--- src/rtl/mv_cand_gen.sv ---
// Motion-vector candidate generator: emits a raster ring of offset MVs around a latched base MV.
// Optional macro QUARTER_PEL_REFINE_EN extends the set with a second ring at quarter-pel step (16 candidates).
module mv_cand_gen #(
  parameter int MV_W      = 19,
  parameter int HPEL_STEP = 2
) (
  input  logic                   CLK,
  input  logic                   RST_ASYNC_N,
  input  logic                   START,
  input  logic signed [MV_W-1:0] BASE_MV_X,
  input  logic signed [MV_W-1:0] BASE_MV_Y,
  input  logic                   STALL,
  output logic signed [MV_W-1:0] MV_X,
  output logic signed [MV_W-1:0] MV_Y,
  output logic                   MV_VALID,
  output logic [3:0]             CAND_IDX,
  output logic                   BUSY,
  output logic                   DONE
);

  // state   | meaning
  // ST_IDLE | waiting for START
  // ST_GEN  | presenting candidates, one per accepted cycle
  // ST_DONE | one-cycle completion pulse
  typedef enum logic [1:0] {ST_IDLE, ST_GEN, ST_DONE} state_t;

`ifdef QUARTER_PEL_REFINE_EN
  localparam logic [3:0] LAST_IDX = 4'd15;
`else
  localparam logic [3:0] LAST_IDX = 4'd7;
`endif

  localparam logic signed [MV_W:0] STEP_H = (MV_W+1)'(HPEL_STEP);
  localparam logic signed [MV_W:0] STEP_Q = (MV_W+1)'(1);

  state_t                 state, state_nxt;
  logic signed [MV_W-1:0] base_x_q, base_y_q;
  logic                   last_acc;
  logic [3:0]             idx_nxt;

  function automatic logic signed [MV_W:0] step_of(input logic [3:0] idx);
    return idx[3] ? STEP_Q : STEP_H;
  endfunction

  function automatic logic signed [MV_W:0] off_x(input logic [3:0] idx);
    logic signed [MV_W:0] s;
    s = step_of(idx);
    case (idx[2:0])
      3'd0, 3'd3, 3'd5: off_x = -s;
      3'd2, 3'd4, 3'd7: off_x = s;
      default:          off_x = '0;
    endcase
  endfunction

  function automatic logic signed [MV_W:0] off_y(input logic [3:0] idx);
    logic signed [MV_W:0] s;
    s = step_of(idx);
    case (idx[2:0])
      3'd0, 3'd1, 3'd2: off_y = -s;
      3'd5, 3'd6, 3'd7: off_y = s;
      default:          off_y = '0;
    endcase
  endfunction

  // One extra bit of headroom; any carry into it means the result left the MV range.
  function automatic logic signed [MV_W-1:0] sat_add(input logic signed [MV_W-1:0] base,
                                                     input logic signed [MV_W:0]   off);
    logic signed [MV_W:0] sum;
    sum = {base[MV_W-1], base} + off;
    if (sum[MV_W] != sum[MV_W-1])
      sat_add = sum[MV_W] ? {1'b1, {(MV_W-1){1'b0}}} : {1'b0, {(MV_W-1){1'b1}}};
    else
      sat_add = sum[MV_W-1:0];
  endfunction

  always_comb begin
    MV_VALID  = (state == ST_GEN) && !STALL;
    BUSY      = (state != ST_IDLE);
    DONE      = (state == ST_DONE);
    last_acc  = MV_VALID && (CAND_IDX == LAST_IDX);
    idx_nxt   = CAND_IDX + 4'd1;
    state_nxt = state;
    case (state)
      ST_IDLE: if (START)    state_nxt = ST_GEN;
      ST_GEN:  if (last_acc) state_nxt = ST_DONE;
      ST_DONE:               state_nxt = ST_IDLE;
      default:               state_nxt = ST_IDLE;
    endcase
  end

  always_ff @(posedge CLK or negedge RST_ASYNC_N) begin
    if (!RST_ASYNC_N)
      state <= ST_IDLE;
    else
      state <= state_nxt;
  end

  // First candidate is built from the live base inputs so it is ready the cycle after START.
  always_ff @(posedge CLK or negedge RST_ASYNC_N) begin
    if (!RST_ASYNC_N) begin
      base_x_q <= '0;
      base_y_q <= '0;
      MV_X     <= '0;
      MV_Y     <= '0;
      CAND_IDX <= '0;
    end else if (state == ST_IDLE && START) begin
      base_x_q <= BASE_MV_X;
      base_y_q <= BASE_MV_Y;
      CAND_IDX <= '0;
      MV_X     <= sat_add(BASE_MV_X, off_x(4'd0));
      MV_Y     <= sat_add(BASE_MV_Y, off_y(4'd0));
    end else if (MV_VALID && !last_acc) begin
      CAND_IDX <= idx_nxt;
      MV_X     <= sat_add(base_x_q, off_x(idx_nxt));
      MV_Y     <= sat_add(base_y_q, off_y(idx_nxt));
    end
  end

endmodule

--- config.mk ---
export PLATFORM = sky130hd
export DESIGN_NAME = mv_cand_gen
export DESIGN_NICKNAME = d
export VERILOG_FILES = /design/src/rtl/mv_cand_gen.sv
export SDC_FILE = /design/constraint.sdc
export NUM_CORES = 1
export LEC_CHECK = 0
export CORE_MARGIN = 1
export CORE_UTILIZATION = 35
export CTS_CLUSTER_SIZE = 14
export DETAILED_ROUTE_END_ITERATION = 12
export GPL_TIMING_DRIVEN = 1
export SYNTH_ARGS = -nofsm -noshare
export SYNTH_HDL_FRONTEND = slang
export SYNTH_SLANG_ARGS = --single-unit
export TNS_END_PERCENT = 1
--- constraint.sdc ---
create_clock -name CLK -period 4.61 [get_ports CLK]
set_input_delay 0.6915 -clock CLK [delete_from_list [all_inputs] [get_ports CLK]]
set_output_delay 0.6915 -clock CLK [all_outputs]
set_load 0.05 [all_outputs]
==> reports/qor.yml <==
worst-path-max-fanout: 18
grt_use_met1_pct: 29.4
chipHeight_um: 137
synthFlopType: "dfrtp_1"
relSlewSlack_pct: 42.3
antenna_found_initial: 0
vias: 6014
worstPathArrival_ps: 4460
crit_family: "compound AO/OA/AOI/OAI gates"
drt_wl_total_mm: 19.2
r2r-start: "CAND_IDX[0]"
cts_resized: 0
grt-busiest-layer: "met2"
syn-cell-area_mm2: 0.00638
place_congestion: 0.895
setup_viol: 0
htreeDepth: 3
ant_nets: 0
drt-initial-drc-count: 359
synth.ff_latch_count: 82
finalHoldViolCount: 0
outcome: "finished clean"
yosys_warnings: 0
coreArea_mm2: 0.0179
io_buffer_count: 86
wl_per_cell_um: 17.4
boundaryPins: 87
rsz0062_at_grt: "false"
avgSynthCellArea_um2: 8.05
slew_viol_final: 0
clock.fmax_mhz: 237
synth_cells: 793
path_buf_inv: 0
cpPeakStageDelay_ps: 470
pre_cts_ws_ps: 430
grt_pass1_vias: 5959
dp_hpwl_mm: 14.1
cts-root-buf: "clkbuf_16"
fin_hold_ws_ps: 378
worst_clock_skew_ps: 11.9
drc_errors: 0
worst_pin_slew_ps: 866
dr.pass1.iters: 4
post_cts_buffers: 0
vias_per_cell: 5.45
path_cells: "ha_1 > xnor2_1 > mux2i_1 > a21oi_1 > ha_1 > fa_1 > a211oi_1 > o21bai_1 > o2111ai_1 > a211oi_1 > nor4_4 > o21ai_2 > o21a_1 > o221a_2"
initial_core_util_pct: 35.7
grt_pass1_wl_mm: 31.6
cts_max_path_buffers: 2
cts_made_buffers: 9
dieArea_mm2: 0.0188
startpoint_type: "register"
met2_usage_pct: 35.3
criticalPathCategory: "register to register"
r2r_end: "MV_Y[1]"
synth_enable_flop_cells: 0
r2r_cells: 14
nets: 958
yosys.cell_types.count: 69
setup-tns-final_ps: 0
num_antenna_cells: 0
die_w_um: 137
cp.required_ps: 4850
grt_overflow_total: 0
period_minus_slack_ps: 4220
ys_seq_area_share_pct: 32.1
maxCapViolCount: 0
use_met3_pct: 3.30
critPathLaunch: "CAND_IDX[0]"
ctsHoldBuffers: 0
area_growth_pct: 21.4
final_common_cell: "nand2_1"
hold_class: "input pin to async pin"
syn_nets: 882
fp-row-count: 49
grtUsageTotal_pct: 21.9
grt_max_degree: 51
rrSetupSlack_ps: 390
final_cell_mix: "nand2_1 (168), clkdlybuf4s50_1 (85), dfrtp_1 (82)"
insertion_delay_ps: 350
cp-end-kind: "register"
worst_slack_ps: 389
period_share_pct: 91.6
cts.sinks: 82
clkTransAtPathRegs_ps: 70
crit_slowest_cell: "dfrtp_1"
cts_tree: "done"
async_flop_share_pct: 100
drive_above_1_share_pct: 5.15
[registers in the layout, summed over array words and instances, names as in the netlist]
register  count
MV_Y         19
CAND_IDX      4
base_y_q     19
base_x_q     19
state         2
MV_X         19
[synthesized netlist by cell type, types with 6 or more instances]
master      n  area (um2)
a211oi_1    6        45.0
o22ai_1     6        37.5
o21ai_0    40         200
or3_1       6        37.5
nand2_1   169         634
clkbuf_1   14        52.6
o21a_1      6        45.0
o31ai_1    17         128
a21o_1      9        67.6
a21oi_1    80         400
nor3_1     24         120
dfrtp_1    82        2050
xnor2_1    38         333
ha_1       45         563
o21ai_1    21         105
nand3_1    16        80.1
nor4_1      7        43.8
o211ai_1    7        52.6
nor2_1     46         173
xor2_1     24         210
inv_1      22        82.6
nand2b_1    8        50.1
[through the flow]
step           util, %  cell area [um2]  std cells
6_report          43.3             7750       1103
5_1_grt           43.3             7750       1103
4_1_cts           43.3             7750       1103
3_5_place_dp      41.6             7440       1087
3_3_place_gp      41.6             7440       1087
2_1_floorplan        -             6380        793
[worst max-delay path by stage]
stage               endpoint  slack (ps)  depth (start not counted)
floorplan           MV_X[16]         410                         13
global placement     MV_Y[1]         540                         14
detailed placement   MV_Y[4]         430                         14
CTS                  MV_Y[1]         400                         14
global route        MV_Y[14]          30                         14
finish               MV_Y[1]         390                         14
[cell families (layout without fill, tap and decap cells)]
| family | Yosys count | count (layout) | synth area share (%) |
|---|---|---|---|
| simple gates | 314 | 314 | 22.9 |
| compound gates | 232 | 232 | 22.6 |
| flops | 82 | 82 | 32.1 |
| xor+xnor | 62 | 62 | 8.51 |
| buf+inv | 52 | 133 | 3.76 |
| fa+ha+maj | 47 | 47 | 9.45 |
| mux | 4 | 4 | 0.666 |
[area by class of cell]
cell class	count	area, um2
clock buffer	12	256
timing repair buffer	95	926
inverter	22	82.6
multi-input combinational	659	4100
fill	1857	10200
tap	229	287
clock inverter	4	50.0
sequential	82	2050
[per-layer routing]
layer / part of all wire (%) / vias up
met1: 46 / 2849
met3: 4.5 / 31
met5: 0 / -
met4: 2.4 / 0
li1: - / 2983
met2: 47 / 151
Power is not shown: default switching activity piles up to over one toggle a cycle in this logic, so the estimate is an artifact.
